File: src/rtl/fs_dither_sequencer.sv
// Floyd-Steinberg error-diffusion sequencer: walks an 8-bit image in SRAM
// in raster order, thresholds each pixel and spreads the error to E/SW/S/SE.
module fs_dither_sequencer #(
    parameter int IMAGEX           = 64,
    parameter int IMAGEY           = 64,
    parameter int RGB_SIZE         = 8,
    parameter int IMAGE_ADDR_WIDTH = $clog2(IMAGEX*IMAGEY),
    parameter int THRESHOLD        = 128
) (
    input  logic                        clk,
    input  logic                        rst,
    input  logic                        start,
    output logic                        busy,
    output logic                        done,
    output logic [IMAGE_ADDR_WIDTH-1:0] mem_addr,
    output logic                        mem_rd_en,
    output logic                        mem_wr_en,
    output logic [RGB_SIZE-1:0]         mem_wdata,
    input  logic [RGB_SIZE-1:0]         mem_rdata,
    output logic [IMAGE_ADDR_WIDTH-1:0] cur_addr
);

    localparam int AW = IMAGE_ADDR_WIDTH;
    localparam int XW = (IMAGEX > 1) ? $clog2(IMAGEX) : 1;
    localparam int YW = (IMAGEY > 1) ? $clog2(IMAGEY) : 1;
    localparam int PW = RGB_SIZE + 6;

    localparam logic [RGB_SIZE:0]      THR  = (RGB_SIZE+1)'(THRESHOLD);
    localparam logic signed [PW-1:0]   PMAX = PW'((2**RGB_SIZE) - 1);
    localparam logic [XW-1:0]          XMAX = XW'(IMAGEX - 1);
    localparam logic [YW-1:0]          YMAX = YW'(IMAGEY - 1);
    localparam logic [AW-1:0]          OFF_E  = AW'(1);
    localparam logic [AW-1:0]          OFF_SW = AW'(IMAGEX - 1);
    localparam logic [AW-1:0]          OFF_S  = AW'(IMAGEX);
    localparam logic [AW-1:0]          OFF_SE = AW'(IMAGEX + 1);

    typedef enum logic [2:0] {
        IDLE,
        RD_C,
        WB_C,
        RD_N,
        WB_N,
        NEXT,
        DONE
    } state_t;

    state_t                    state_q, state_d;
    logic [XW-1:0]             x_q, x_d;
    logic [YW-1:0]             y_q, y_d;
    logic [AW-1:0]             cur_q, cur_d;
    logic [1:0]                nbr_q, nbr_d;
    logic signed [RGB_SIZE:0]  err_q, err_d;
    logic [RGB_SIZE-1:0]       wdata_q;

    logic                      rd_raw, wr_raw;
    logic [AW-1:0]             addr_raw;
    logic [RGB_SIZE-1:0]       wval;

    logic                      last_x, last_y, first_x;
    logic [3:0]                nbr_valid;
    logic [2:0]                from_idx;
    logic                      found;
    logic [1:0]                pick;
    logic [AW-1:0]             nbr_addr;

    logic [RGB_SIZE-1:0]       pix_new;
    logic signed [RGB_SIZE:0]  err_new;
    logic [3:0]                weight;
    logic signed [PW-1:0]      err_ext, w_ext, prod, shifted, rd_ext, sum;
    logic [RGB_SIZE-1:0]       clamped;

    state_t                    adv_state;
    logic [XW-1:0]             adv_x;
    logic [YW-1:0]             adv_y;

    assign last_x  = (x_q == XMAX);
    assign last_y  = (y_q == YMAX);
    assign first_x = (x_q == '0);

    // Bit order is the diffusion order: E, SW, S, SE.
    assign nbr_valid[0] = !last_x;
    assign nbr_valid[1] = !last_y && !first_x;
    assign nbr_valid[2] = !last_y;
    assign nbr_valid[3] = !last_y && !last_x;

    assign from_idx = (state_q == WB_N) ? ({1'b0, nbr_q} + 3'd1) : 3'd0;

    always_comb begin
        found = 1'b0;
        pick  = 2'd0;
        for (int k = 3; k >= 0; k--) begin
            if (nbr_valid[k] && (3'(k) >= from_idx)) begin
                found = 1'b1;
                pick  = 2'(k);
            end
        end
    end

    always_comb begin
        nbr_addr = cur_q + OFF_E;
        weight   = 4'd7;
        case (nbr_q)
            2'd0: begin
                nbr_addr = cur_q + OFF_E;
                weight   = 4'd7;
            end
            2'd1: begin
                nbr_addr = cur_q + OFF_SW;
                weight   = 4'd3;
            end
            2'd2: begin
                nbr_addr = cur_q + OFF_S;
                weight   = 4'd5;
            end
            default: begin
                nbr_addr = cur_q + OFF_SE;
                weight   = 4'd1;
            end
        endcase
    end

    assign pix_new = ({1'b0, mem_rdata} >= THR) ? '1 : '0;
    assign err_new = {1'b0, mem_rdata} - {1'b0, pix_new};

    // Signed product, arithmetic shift floors toward -inf, then saturate.
    assign err_ext = {{(PW-RGB_SIZE-1){err_q[RGB_SIZE]}}, err_q};
    assign w_ext   = {{(PW-4){1'b0}}, weight};
    assign prod    = err_ext * w_ext;
    assign shifted = prod >>> 4;
    assign rd_ext  = {{(PW-RGB_SIZE){1'b0}}, mem_rdata};
    assign sum     = shifted + rd_ext;

    always_comb begin
        clamped = sum[RGB_SIZE-1:0];
        if (sum[PW-1]) begin
            clamped = '0;
        end else if (sum > PMAX) begin
            clamped = '1;
        end
    end

    always_comb begin
        adv_state = RD_C;
        adv_x     = x_q;
        adv_y     = y_q;
        if (!last_x) begin
            adv_x = x_q + XW'(1);
        end else if (!last_y) begin
            adv_x = '0;
            adv_y = y_q + YW'(1);
        end else begin
            adv_state = DONE;
        end
    end

    always_comb begin
        state_d  = state_q;
        x_d      = x_q;
        y_d      = y_q;
        cur_d    = cur_q;
        nbr_d    = nbr_q;
        err_d    = err_q;
        rd_raw   = 1'b0;
        wr_raw   = 1'b0;
        addr_raw = '0;
        wval     = wdata_q;
        unique case (state_q)
            IDLE: begin
                if (start) begin
                    x_d     = '0;
                    y_d     = '0;
                    cur_d   = '0;
                    nbr_d   = '0;
                    state_d = RD_C;
                end
            end
            RD_C: begin
                addr_raw = cur_q;
                rd_raw   = 1'b1;
                state_d  = WB_C;
            end
            WB_C, WB_N: begin
                wr_raw = 1'b1;
                if (state_q == WB_C) begin
                    addr_raw = cur_q;
                    wval     = pix_new;
                    err_d    = err_new;
                end else begin
                    addr_raw = nbr_addr;
                    wval     = clamped;
                end
                if (found) begin
                    nbr_d   = pick;
                    state_d = RD_N;
                end else begin
                    state_d = adv_state;
                    x_d     = adv_x;
                    y_d     = adv_y;
                    if (adv_state == RD_C) begin
                        cur_d = cur_q + AW'(1);
                    end
                end
            end
            RD_N: begin
                addr_raw = nbr_addr;
                rd_raw   = 1'b1;
                state_d  = WB_N;
            end
            DONE: begin
                state_d = IDLE;
            end
            default: begin
                state_d = IDLE;
            end
        endcase
    end

    // Strobes are masked by rst so an abort issues no access at that edge.
    assign mem_rd_en = rd_raw && !rst;
    assign mem_wr_en = wr_raw && !rst;
    assign mem_addr  = addr_raw;
    assign mem_wdata = mem_wr_en ? wval : wdata_q;
    assign cur_addr  = cur_q;
    assign busy      = (state_q != IDLE) && (state_q != DONE);
    assign done      = (state_q == DONE);

    always_ff @(posedge clk) begin
        if (rst) begin
            state_q <= IDLE;
            x_q     <= '0;
            y_q     <= '0;
            cur_q   <= '0;
            nbr_q   <= '0;
            err_q   <= '0;
            wdata_q <= '0;
        end else begin
            state_q <= state_d;
            x_q     <= x_d;
            y_q     <= y_d;
            cur_q   <= cur_d;
            nbr_q   <= nbr_d;
            err_q   <= err_d;
            wdata_q <= mem_wdata;
        end
    end

endmodule

File: config.mk
export PLATFORM = sky130hd
export DESIGN_NAME = fs_dither_sequencer
export DESIGN_NICKNAME = d
export VERILOG_FILES = /design/src/rtl/fs_dither_sequencer.sv
export SDC_FILE = /design/constraint.sdc
export NUM_CORES = 1
export LEC_CHECK = 0
export ABC_AREA = 0
export CORE_MARGIN = 2
export CORE_UTILIZATION = 50
export CTS_BUF_LIST = sky130_fd_sc_hd__clkbuf_4
export CTS_CLUSTER_SIZE = 40
export DETAILED_ROUTE_END_ITERATION = 10
export PLACE_DENSITY = 0.8
export SLEW_MARGIN = 20
export SYNTH_ARGS = -nofsm -noshare
export SYNTH_HDL_FRONTEND = slang
export SYNTH_SLANG_ARGS = --single-unit
File: constraint.sdc
create_clock -name clk -period 7.4 [get_ports clk]
set_input_delay 2.22 -clock clk [delete_from_list [all_inputs] [get_ports clk]]
set_output_delay 2.22 -clock clk [all_outputs]
set_load 0.02 [all_outputs]
### Yosys cells after proc, flatten, opt, wreduce, memory -nomap -nowiden

Index checks and enable logic that the tools add are counted.

* bits in registers: 46
* bits of input ports: 11

* add/subtract/negate cells: 9
* multipliers: 1
* order comparisons: 6
* equality and inequality tests: 18
* multiplexer cells: 42
* reduce and logical (&&, ||, !) cells: 25

Operators by type and width (number)
* $pmux W12 S3: 2
* $mux W12: 4
* $mux W8: 6
* $mux W6: 7
* $add A12 B7 Y12 const B: 2
* $pmux W12 S2: 1
* $pmux W6 S2: 2
* $mux W3: 5
* $mul A9 B4 Y13: 1
* $add A12 B1 Y12 const B: 1
* $add A12 B6 Y12 const B: 1
* $add A6 B1 Y6 const B: 2
* $eq A6 B6 Y1 const B: 2
* $mux W2: 6
* $ne A2 B2 Y1 const B: 6
* $pmux W3 S4: 1
* $add A9 B9 Y10: 1
* $gt A10 B9 Y1 const B: 1
* $logic_and A1 B1 Y1: 9
* $pmux W3 S3: 1
* $sub A8 B8 Y9: 1
* $ge A8 B8 Y1 const B: 1
* $reduce_and A4 Y1: 2
* $eq A3 B1 Y1 const B: 2
* 20 further kinds: 34

### Depth between registers and ports, before layout

Gate-level depths: netlist (run 1).

* depth in word-level cells: 10
* mapped depth: 27

### Least setup slack after synthesis (run 1)

OpenSTA, ideal clock, no wires.

* path kind: reg-to-output
* start point: register nbr_q[1]
* end point: output port mem_wdata[0]
* arrival: 5.741 ns
* required time: 5.180 ns
* slack: -0.561 ns
* cell stages (with the launch flop): 28
* cells stage by stage: dfxtp_1 > inv_1 > ha_1 > buf_4 > nor2_1 > clkbuf_1 > nor2_1 > and2_1 > ha_1 > inv_1 > fa_1 > inv_1 > ha_1 > nand4_1 > nor4b_4 > nor2_1 > nor2b_1 > o21a_1 > nor2_1 > xnor2_1 > ha_1 > o211ai_1 > o21ai_0 > or3_1 > a31oi_1 > and3_2 > buf_2 > nor4_1

* cells in the longest elaborated chain, start to end: 10
* elaborated cells on any way between the ends: 12

RTL lines
* start, declared: line 51 `logic [1:0] nbr_q, nbr_d;`
* start signal, assigned: line 241 `nbr_q <= nbr_d;`
* $eq A2 B2 Y1 (tied with other cells): line 102 `case (nbr_q)`
* $pmux W3 S3 (*): line 102
* $mul A9 B4 Y13 (*): line 128 `assign prod = err_ext * w_ext;`
* $add A9 B9 Y10 (*): line 131 `assign sum = shifted + rd_ext;`
* $gt A10 B9 Y1: line 137 `end else if (sum > PMAX) begin`
* $mux W8: line 137
* $mux W8 (*): line 135 `if (sum[PW-1]) begin`
* $mux W8 (*): line 184 `if (state_q == WB_C) begin`
* $mux W8 (*): line 167 `unique case (state_q)`
* $mux W8 (*): line 222 `assign mem_wdata = mem_wr_en ? wval : wdata_q;`
* end, declared: line 18 `output logic [RGB_SIZE-1:0] mem_wdata,`

Mark *: on every way between the ends. The rest lies on a longest branch, timed or not.

### Worst setup path in the final report (run 1)

* start point: register nbr_q[1]
* end point: output port mem_wdata[7]

The elaborated chain is that of the path after synthesis.

==> results.cfg, run 1 <==
[floorplanning]
ios = 47
start_util = 0.515
die_area_um2 = 10800
die_x_um = 104
core_um2 = 9730
rows = 36
die_y_um = 104

[min_path]
worstHoldPathType = reg -> reg
min_delay_path_depth = 2
min_from = err_q[3]

[sta]
clock.fmax_ghz = 0.133
rsz0062_at_grt = true
tightest_slew_ns = 1.06
setup_viol = 7
maxSlewHeadroom = 0.293
hold_viol = 0
finalSetupTns_ns = -0.565
fin_skew_ns = 0.0123
slew_violations = 0
min_period_ns = 7.51
finalCritPeriodShare = 1.01
worst_slack_ns = -0.107

[yosys]
netlist_instances = 682
yosys_warnings = 0
synth_edf_count = 0
synth.yosys.seq_area_share = 0.184
syn_avg_cell_area_um2 = 7.35
syn_nets = 756
synth_top_flop_cell = dfxtp_1
synth_area_um2 = 5010
yosysUniqueCellTypes = 63
ys_ff_latch = 46
ys_async_sr_fraction = 0

[worst_setup_path]
worst-endpoint-arrival_ns = 5.29
cp-startpoint = nbr_q[1]
start_kind = flip-flop
rr_startpoint = nbr_q[1]
crit_required_ns = 5.18
rr_worst_depth = 28
path_max_fanout = 6
critPathKind = reg -> out
endpoint_kind = output port

[cells_and_area]
drive_above_1_share = 0.183
layout_commonest_cell = a21oi_1
layout_common_cells = a21oi_1, nor2_1, buf_4, nand2_1, o21ai_0
area_growth_pct = 26.0
antenna_cells = 0
fin_nets = 838
fill_cells = 812

[drt]
wirelength_mm = 14.7
dr_total_vias = 5379
wl_per_cell_um = 16.4
dr.pass1.iters = 5
drt_iter0_markers = 428
viasPerCell = 5.99
drcViolationCount = 0
ant_nets = 0

[placed_design]
port_buffers = 46
gp_congestion = 0.916
hpwlAfterDp_mm = 11.1
dp_slack_ns = -0.317

[clocking]
cts.sinks = 46
ctsHoldBuffers = 0
cts.clk_slew.worst_paths_ns = 0.15
cts_tree = built
clock_path_buffers = 2
htree_num_levels = 2
clk_latency_ns = 0.38
root_buffer = clkbuf_4
cts_buffers = 5

[status]
violations = negative setup slack
outcome = complete, but fails checks

[power_and_ir_drop]
switching_share = 0.423
p_int_uw = 531
leakage_nw = 2.65
power_switching_uw = 389
vdd_drop_max_mv = 0.0800
pwr-share-seq = 0.327
finalPower_uw = 920
clock_power_share = 0.135
p_per_area_nw_per_um2 = 146
p_comb_frac = 0.538

[flow_run]
max_cap_violations = 0

[grt]
track_usage = 0.263
grt_pass1_vias = 5217
grt_overflow_total = 0
antenna_found_initial = 0
grt_pass1_wl_mm = 24.0
grt_max_degree = 41
[critical path, cell delays in order, from the launching register on]
cell and delay (ns):
dfxtp_4 0.42, inv_4 0.05, ha_4 0.17, nor2_4 0.12
nor2_2 0.06, buf_4 0.13, and2_1 0.15, ha_1 0.27
inv_1 0.06, fa_1 0.49, inv_1 0.06, ha_4 0.28
a21o_1 0.14, a21o_1 0.18, nor2_2 0.05, a211oi_2 0.25
o21a_1 0.16, nor2_1 0.05, xnor2_1 0.14, ha_1 0.21
or3_4 0.38, nor3_4 0.24, o21a_1 0.18, buf_4 0.15
nand2_1 0.07, mux2i_2 0.22, nor3_2 0.06, buf_4 0.16
[metal layers]
metal,vias up,GRT usage,wire (µm)
li1,2618,-,-
met4,0,0.0898,326
met3,35,0.0294,766
met5,-,0,0
met1,2534,0.318,6220
met2,192,0.482,7380
[registers in the layout, summed over array words and instances (netlist names)]
| signal | cells |
|---|---|
| cur_addr | 12 |
| err_q | 9 |
| nbr_q | 2 |
| state_q | 3 |
| wdata_q | 8 |
| x_q | 6 |
| y_q | 6 |
[what timing repair did]
| action | 4_1_cts | 5_1_grt |
|---|---|---|
| endpoints found under the setup margin | 8 | 8 |
| pin swaps | 21 | 14 |
| gates resized for setup | 80 | 20 |
| buffers inserted | 6 | 6 |
[power by group through the flow]
stage	logic [mW]	registers, mW	clock network, mW
2_1_floorplan	0.311	0.293	0
3_3_place_gp	0.436	0.303	0
3_5_place_dp	0.452	0.306	0
4_1_cts	0.456	0.300	0.125
5_1_grt	0.538	0.306	0.133
6_report	0.495	0.301	0.124
[kinds of logic (layout without fill, tap and decap cells)]
kind of cell / after synthesis / in the layout / synth area share
AND/OR/NAND/NOR: 259 / 259 / 0.264
flip-flops: 46 / 46 / 0.184
AO/OA/AOI/OAI: 203 / 203 / 0.252
XOR/XNOR: 25 / 25 / 0.0452
adder cells (fa/ha/maj): 63 / 63 / 0.174
buffers and inverters: 78 / 161 / 0.0644
multiplexers: 8 / 8 / 0.0160
[cell usage after synthesis, types with 10 or more instances]
library cell	count	share of area
a21oi_1	70	0.070
nor2_1	64	0.048
nand2_1	57	0.043
ha_1	52	0.13
inv_1	50	0.037
o21ai_0	48	0.048
dfxtp_1	46	0.18
nor3_1	26	0.026
clkbuf_1	20	0.015
nand3_1	19	0.019
a211oi_1	13	0.019
nand2b_1	13	0.016
nor2b_1	13	0.016
xnor2_1	13	0.023
fa_1	11	0.044
xor2_1	11	0.019
a21o_1	10	0.015
and3_1	10	0.012
nand4_1	10	0.012
[area by class of cell]
cell class / instances / area, µm² / share of cell area
Tap cell: 133 / 166 / 0.0264
Timing Repair Buffer: 103 / 898 / 0.142
Inverter: 50 / 190 / 0.0301
Clock buffer: 5 / 37.5 / 0.00595
Clock inverter: 3 / 16.3 / 0.00258
Sequential cell: 46 / 926 / 0.147
Multi-Input combinational cell: 558 / 4080 / 0.646
[worst paths after layout]
| kind | endpoint | slack (ns) |
|---|---|---|
| hold / removal | err_q[3] | 0.48 |
| setup reg to reg | wdata_q[2] | 2.35 |
| setup / recovery | mem_wdata[7] | -0.11 |
| hold reg to reg | err_q[3] | 0.48 |
[per-stage QoR]
step | util | instances | instance area [µm²] | hold slack (ns)
final | 0.649 | 898 | 6310 | 0.481
after global routing | 0.649 | 898 | 6310 | 0.510
after CTS | 0.633 | 892 | 6160 | 0.474
after detailed placement | 0.608 | 878 | 5910 | 0.454
after global placement | 0.608 | 878 | 5910 | 0.443
after floorplan | - | 682 | 5080 | 0.432
Note: power is estimated with default switching activity, not from simulation.
==> inputs of run 2 (changes only) <==
--- a/config.mk
+++ b/config.mk
@@ -7,12 +7,12 @@
 export LEC_CHECK = 0
 export ABC_AREA = 0
 export CORE_MARGIN = 2
-export CORE_UTILIZATION = 50
+export CORE_UTILIZATION = 43
 export CTS_BUF_LIST = sky130_fd_sc_hd__clkbuf_4
 export CTS_CLUSTER_SIZE = 40
 export DETAILED_ROUTE_END_ITERATION = 10
-export PLACE_DENSITY = 0.8
-export SLEW_MARGIN = 20
+export PLACE_DENSITY = 0.71
+export SLEW_MARGIN = 10
 export SYNTH_ARGS = -nofsm -noshare
 export SYNTH_HDL_FRONTEND = slang
 export SYNTH_SLANG_ARGS = --single-unit
==> run 2 against run 1 <==
  * The flow now finishes without violations
  * Worst hold slack better by 0.0021 ns
  * Clock skew up 0.015 ns
  * Register-to-register slack worse by 0.24 ns
  * Non-clock buffer count is 26 higher
  * Largest cell class unchanged
  * Largest power group unchanged
  * Highest routed layer unchanged
==> results.cfg, run 2 (same netlist as run 1, synthesis figures left out) <==
[min_path]
hold_end = err_q[3]
worstHoldPathType = reg -> reg
min_from = err_q[3]
min_delay_path_depth = 2

[clocking]
root_buffer = clkbuf_4
clk_latency_ns = 0.38
cts_tree = built
ctsHoldBuffers = 0
htree_num_levels = 2
cts.sinks = 46
clock_path_buffers = 2
cts_buffers = 5
cts.clk_slew.worst_paths_ns = 0.15

[sta]
rsz0062_at_grt = true
slew_violations = 0
finalCritPeriodShare = 0.996
tightest_slew_ns = 1.10
clock.fmax_ghz = 0.136
timing.hold.ws_ns = 0.483
maxSlewHeadroom = 0.265
min_period_ns = 7.37
setup_viol = 0
hold_viol = 0
fin_skew_ns = 0.0277
worst_slack_ns = 0.0269

[worst_setup_path]
rrSetupSlack_ns = 2.11
crit_slowest_cell = fa_1
timing.rr.end = wdata_q[4]
rr_startpoint = nbr_q[1]
path_max_fanout = 4
crit_family = simple AND/OR/NAND/NOR gates
start_kind = flip-flop
endpoint_kind = output port
cp_num_buf_inv = 4
rr_worst_depth = 32
crit_required_ns = 5.18
crit_path_frequent_cell = ha_4
critPathKind = reg -> out
crit_path_max_incr_delay_ns = 0.48
worst-endpoint-arrival_ns = 5.15

[floorplanning]
die_x_um = 112
rows = 39
die_y_um = 112
ios = 47
start_util = 0.439
die_area_um2 = 12500
core_um2 = 11400

[grt]
track_usage = 0.236
grt_pass1_wl_mm = 24.9
grt_max_degree = 41
antenna_found_initial = 0
grt_overflow_total = 0
grt_pass1_vias = 5314

[drt]
drt_iter0_markers = 422
viasPerCell = 5.84
dr.pass1.iters = 5
ant_nets = 0
wirelength_mm = 14.8
wl_per_cell_um = 15.9
drcViolationCount = 0
dr_total_vias = 5450

[cells_and_area]
fin_nets = 864
largest_reg_flops = 12
layout_commonest_cell = buf_4
area_growth_pct = 31.4
antenna_cells = 0
drive_above_1_share = 0.224
stdcell_area_um2 = 6580
fill_cells = 1008
layout_common_cells = buf_4, a21oi_1, nor2_1, nand2_1, o21ai_0

[flow_run]
max_cap_violations = 0

[placed_design]
hpwlAfterDp_mm = 11.1
dp_slack_ns = -0.329
place_area_um2 = 6000
port_buffers = 46
gp_congestion = 0.916

[power_and_ir_drop]
p_per_area_nw_per_um2 = 143
leakage_nw = 2.78
vdd_drop_max_mv = 0.101

[status]
outcome = complete, no violations
-- run 2: cell types whose count changed in the layout (fill, tap and decap cells not counted), sizes merged --
cell,change
clkinv,-2
clkdlybuf4s15,+1
inv,+1
clkinvlp,+1
buf,+25
-- run 2: power breakdown --
group          internal, mW  total [mW]  switching (mW)
Sequential            0.274       0.302          0.0279
Clock                0.0382       0.131          0.0927
Combinational         0.238       0.510           0.272
-- run 2: tightest hold or removal path, delay by kind of cell (launching register included) --
kind / cells / cell delay, ns
flip-flops: 1 / 0.34
AND/OR/NAND/NOR: 1 / 0.06
AO/OA/AOI/OAI: 1 / 0.05
-- run 2: worst max-delay path by stage --
stage	depth (start not counted)	end	slack, ns	start
2_1_floorplan	26	mem_wdata[0]	0.009	nbr_q[0]
3_3_place_gp	26	mem_wdata[0]	-0.16	nbr_q[0]
3_5_place_dp	26	mem_wdata[0]	-0.33	nbr_q[0]
4_1_cts	26	mem_wdata[1]	-0.003	nbr_q[1]
5_1_grt	26	mem_wdata[4]	-0.23	nbr_q[1]
6_report	25	mem_wdata[6]	0.03	nbr_q[1]
-- run 2: what timing repair did --
item | in CTS | in global routing
setup buffers | 24 | 5
pin swaps | 21 | 14
resized for setup | 79 | 28
endpoints found under the setup margin | 8 | 8
-- run 2: metrics by stage --
| stage | utilization | TNS, ns | cells | total power, mW |
|---|---|---|---|---|
| 6_report | 0.577 | 0 | 934 | 0.943 |
| 5_1_grt | 0.577 | -1.78 | 934 | 1.01 |
| 3_3_place_gp | 0.525 | -0.615 | 898 | 0.755 |
| 3_5_place_dp | 0.525 | -1.94 | 898 | 0.769 |
| 2_1_floorplan | - | 0 | 682 | 0.604 |
| 4_1_cts | 0.560 | -0.00383 | 929 | 0.914 |
-- run 2: layout make-up --
class                   instances  area, µm²  area share
multi-input cells             558       4130       0.628
repair buffers                129       1090       0.166
flip-flops and latches         46        926       0.141
inverters                      50        193      0.0293
well taps                     143        179      0.0272
clock buffers                   5       37.5     0.00570
clock inverters                 3       23.8     0.00361
-- run 2: metal layers --
layer | GRT usage | up-vias | wire length [µm]
met5 | 0 | - | 0
met4 | 0.105 | 0 | 458
met3 | 0.0305 | 39 | 688
met2 | 0.410 | 169 | 7390
met1 | 0.292 | 2577 | 6310
li1 | - | 2665 | -
==> inputs of run 3 (changes only) <==
--- a/config.mk
+++ b/config.mk
@@ -11,7 +11,7 @@
 export CTS_BUF_LIST = sky130_fd_sc_hd__clkbuf_4
 export CTS_CLUSTER_SIZE = 40
 export DETAILED_ROUTE_END_ITERATION = 10
-export PLACE_DENSITY = 0.71
+export PLACE_DENSITY_LB_ADDON = 0.1
 export SLEW_MARGIN = 10
 export SYNTH_ARGS = -nofsm -noshare
 export SYNTH_HDL_FRONTEND = slang
==> constraint.sdc (replaced) <==
create_clock -name clk -period 7.4 [get_ports clk]
set_input_delay 2.22 -clock clk [delete_from_list [all_inputs] [get_ports clk]]
set_output_delay 2.22 -clock clk [all_outputs]
set_load 0.05 [all_outputs]
==> run 3 against run 2 <==
  * The run now ends with negative setup slack left
  * Flip-flop and latch count did not move
  * Maximum frequency fell by 2.1%
  * First-iteration DRC count fell by 35%
  * Design area fell by 4.1%
  * Highest routed layer unchanged
==> results.cfg, run 3 (same netlist as run 1, synthesis figures left out) <==
[power_and_ir_drop]
p_comb_frac = 0.569
power_switching_uw = 460
clock_power_share = 0.134
finalPower_mw = 1.00
switching_share = 0.458
vdd_drop_max_mv = 0.217
p_int_uw = 545
p_per_area_nw_per_um2 = 159
leakage_nw = 2.56
pwr-share-seq = 0.297

[drt]
drcViolationCount = 0
wl_per_cell_um = 16.5
dr.pass1.iters = 7
ant_nets = 0
drt_iter0_markers = 273
wirelength_mm = 14.5
viasPerCell = 5.89
dr_total_vias = 5199

[clocking]
cts_tree = built
cts.clk_slew.worst_paths_ns = 0.16
clk_latency_ns = 0.39
root_buffer = clkbuf_4
clock_path_buffers = 2
cts.sinks = 46
htree_num_levels = 2
cts_buffers = 5

[sta]
tightest_slew_ns = 1.14
finalCritPeriodShare = 1.02
setup_viol = 7
timing.hold.ws_ns = 0.461
fin_skew_ns = 0.0321
rsz0062_at_grt = true
hold_viol = 0
min_period_ns = 7.53
clock.fmax_ghz = 0.133
slew_violations = 0
worst_slack_ns = -0.128
maxSlewHeadroom = 0.236

[cells_and_area]
fin_nets = 813
largest_reg_flops = 12
layout_commonest_cell = a21oi_1
drive_above_1_share = 0.184
antenna_cells = 0
fin_util = 0.553
fill_cells = 1133
area_growth_pct = 26.1
layout_common_cells = a21oi_1, nor2_1, nand2_1, inv_1, o21ai_0

[placed_design]
dp_slack_ns = -0.0854
gp_congestion = 0.837
port_buffers = 46
hpwlAfterDp_mm = 10.8

[worst_setup_path]
start_kind = flip-flop
crit_path_max_incr_delay_ns = 0.50
path_max_fanout = 7
crit_required_ns = 5.18
cp_num_buf_inv = 5
crit_family = simple AND/OR/NAND/NOR gates
critPathKind = reg -> out
crit_slowest_cell = fa_1
worst-endpoint-arrival_ns = 5.31
endpoint_kind = output port

[floorplanning]
core_um2 = 11400
rows = 39
ios = 47
die_y_um = 112
start_util = 0.439
die_area_um2 = 12500
die_x_um = 112

[grt]
grt_pass1_wl_mm = 24.0
grt_max_degree = 40
antenna_found_initial = 0
grt_pass1_vias = 4989
track_usage = 0.228
grt_overflow_total = 0

[min_path]
worstHoldPathType = reg -> reg

[status]
outcome = complete, but fails checks
violations = negative setup slack

[flow_run]
max_cap_violations = 0
## run 3: worst paths after layout
check	start	to	slack, ns	cells after the start
max	nbr_q[1]	mem_wdata[5]	-0.13	26
min	err_q[3]	err_q[3]	0.46	2
max reg2reg	nbr_q[1]	wdata_q[3]	2.42	27
min reg2reg	err_q[3]	err_q[3]	0.46	2
## run 3: power by group through the flow
stage | Combinational (mW) | Sequential (mW) | Clock [mW]
floorplan | 0.385 | 0.293 | 0
detailed placement | 0.488 | 0.304 | 0
global route | 0.617 | 0.304 | 0.149
global placement | 0.481 | 0.303 | 0
finish | 0.571 | 0.299 | 0.135
CTS | 0.549 | 0.298 | 0.139
## run 3: metrics by stage
step                TNS, ns  instances  area (µm²)
floorplan                 0        682        5160
global placement          0        853        5710
detailed placement   -0.442        853        5710
CTS                  -0.614        880        6190
global route          -2.19        883        6320
finish               -0.607        883        6320
## run 3: per-layer routing
metal  global-route usage  wire length (µm)
met5                    0                 0
met4               0.0463               163
met3               0.0250               610
met2                0.422              7490
met1                0.286              6260
## run 3: timing repair
item,4_1_cts,5_1_grt
cloned,1,0
setup buffers,18,3
resized for setup,59,20
pin swaps,38,21
hold buffers,0,0
setup endpoints to repair,8,8
## run 3: worst reg2reg max path: stages (launching register included)
cell      delay [ns]
dfxtp_4         0.42
inv_4           0.05
ha_4            0.17
nor2_4          0.15
nor2_4          0.06
buf_4           0.14
and2_1          0.15
ha_1            0.27
inv_1           0.05
fa_1            0.50
inv_1           0.07
ha_4            0.25
a21o_1          0.17
a21o_1          0.20
nor2_2          0.10
a211oi_2        0.08
o21a_1          0.20
nor2_2          0.14
xnor2_2         0.11
ha_2            0.20
or3_4           0.34
nor3_4          0.29
o21a_4          0.22
nand2_1         0.09
mux2i_4         0.21
buf_4           0.14
buf_4           0.09
a21oi_1         0.03
## run 3: layout make-up
type | count | area, µm² | share of cell area
clock inverters | 3 | 25.0 | 0.00396
inverters | 50 | 195 | 0.0309
clock buffers | 5 | 37.5 | 0.00594
well taps | 143 | 179 | 0.0283
multi-input cells | 559 | 4230 | 0.669
flip-flops and latches | 46 | 928 | 0.147
repair buffers | 77 | 724 | 0.115
==> RTL edit (settings of run 2) <==
Change the parameter `THRESHOLD` from 128 to 96.
--- a/src/rtl/fs_dither_sequencer.sv
+++ b/src/rtl/fs_dither_sequencer.sv
@@ -6,5 +6,5 @@
     parameter int RGB_SIZE         = 8,
     parameter int IMAGE_ADDR_WIDTH = $clog2(IMAGEX*IMAGEY),
-    parameter int THRESHOLD        = 128
+    parameter int THRESHOLD        = 96
 ) (
     input  logic                        clk,
Check against the original RTL: not equivalent (Yosys sat finds a counterexample within 4 cycles, from zero or initial values and one cycle with rst high).
==> RTL edit against run 2 <==
- the run now ends with negative setup slack left
- sequential cell count unchanged
- utilization fell by 1.2 points
- synthesized area down 0.17%
- power fell by 17%
- global-route usage is 0.28 points lower
- worst setup slack got worse by 120 ps
- via count down 1.1%
- cell area shrank 2.6%
- wire length decreased by 1.1%
- synthesized cell count shrank 1.3%
- critical path type unchanged
- highest routed layer unchanged
==> RTL edit: results (changes against run 2) <==
synth top area cells dfxtp_1 (18%), ha_1 (13%), a21oi_1 (5.9%), nor2_1 (5.0%), fa_1 (4.4%); Worst-Margin Slew 993.2 ps (-108.4 ps); DP Area 0.006070 mm^2 (+1.2%); Vias 5,392 (-1.1%); library cells used by synthesis 62 (-1.6%); gr usage total 23.28% (-0.28 points); syn avg cell area 7.431 um^2 (+1.2%); register area share after synthesis 18.41% (+0.032 points); routed wire length 14.69 mm (-1.1%); Placed Instances 880 (-2.0%); FF-to-FF setup slack 2390 ps (+280 ps); status complete, but fails checks; first-pass GRT wire length 24.75 mm (-0.47%); clock network fraction of total power 22.1% (+8.2 points); area grow syn2layout 28.27%; Worst EP arrival 5270 ps (+120 ps); post-synthesis mux area share 0.9007% (-0.70 points); Synth Area in XOR/XNOR 4.203% (-0.32 points); total negative slack -405.0 ps (-405.0 ps); Net Sw Frac 37.42% (-4.2 points); Starting DRT DRC Count 398 (-5.7%); worst r2r dst wdata_q[7]$_SDFF_PP0_; pin count of the biggest net entering global routing 38 (-7.3%); vias in the first global route 5,241 (-1.4%); Synth Area in Compound Gates 30.45% (+5.2 points); R2R depth 23 (-28%); static leakage 2.488 nW (-10%); DP Worst Slack -267.4 ps (+61.32 ps); Psw 0.2917 mW (-26%); violated checks negative setup slack; CP endpoint mem_wdata[7]; worst setup margin -89.67 ps (-116.6 ps); Worst VDD drop 0.00008302 V (-18%); final setup violation count 8 (+8)
-- RTL edit: what timing repair did --
action	CTS	global route
gates cloned	0	0
resized for setup	82	12
endpoints found under the setup margin	8	8
pin swaps	24	7
buffers inserted	3	1
hold buffers	0	0
-- RTL edit: layout make-up --
cell class	count	share of cell area [%]
Clock inverter	3	0.7607
Clock buffer	5	0.5851
Tap cell	143	2.789
Timing Repair Buffer	101	14.49
Multi-Input combinational cell	545	64.03
Inverter	49	2.906
Sequential cell	46	14.43
-- RTL edit: how the worst min path moves through the flow --
stage	end	cells after the start
2_1_floorplan	err_q[3]$_SDFFE_PP0P_	2
3_3_place_gp	err_q[3]$_SDFFE_PP0P_	2
3_5_place_dp	err_q[3]$_SDFFE_PP0P_	2
4_1_cts	err_q[3]$_SDFFE_PP0P_	2
5_1_grt	err_q[3]$_SDFFE_PP0P_	2
6_report	err_q[3]$_SDFFE_PP0P_	2
-- RTL edit: layer usage --
layer | GRT usage (%) | up-vias | part of all wire, %
met5 | 0 | - | 0
met3 | 2.831 | 33 | 4.8
met1 | 28.93 | 2566 | 43
met2 | 42.10 | 176 | 50
li1 | - | 2617 | -
met4 | 6.914 | 0 | 2.2
-- RTL edit: critical path, cell delays in order (launching register included) --
cell and delay, ps:
dfxtp_2 380, inv_2 60, ha_4 160, or2_4 260, and2_4 170, ha_4 250
inv_2 30, fa_1 470, inv_1 40, ha_1 270, and3_4 190, a31oi_4 180
nor2b_1 80, o21a_1 210, nor2_1 130, xnor2_1 150, ha_1 280, nor2b_1 170
o31ai_2 240, a21bo_2 200, nand2_1 60, o41a_1 420, a311oi_4 320, buf_6 160
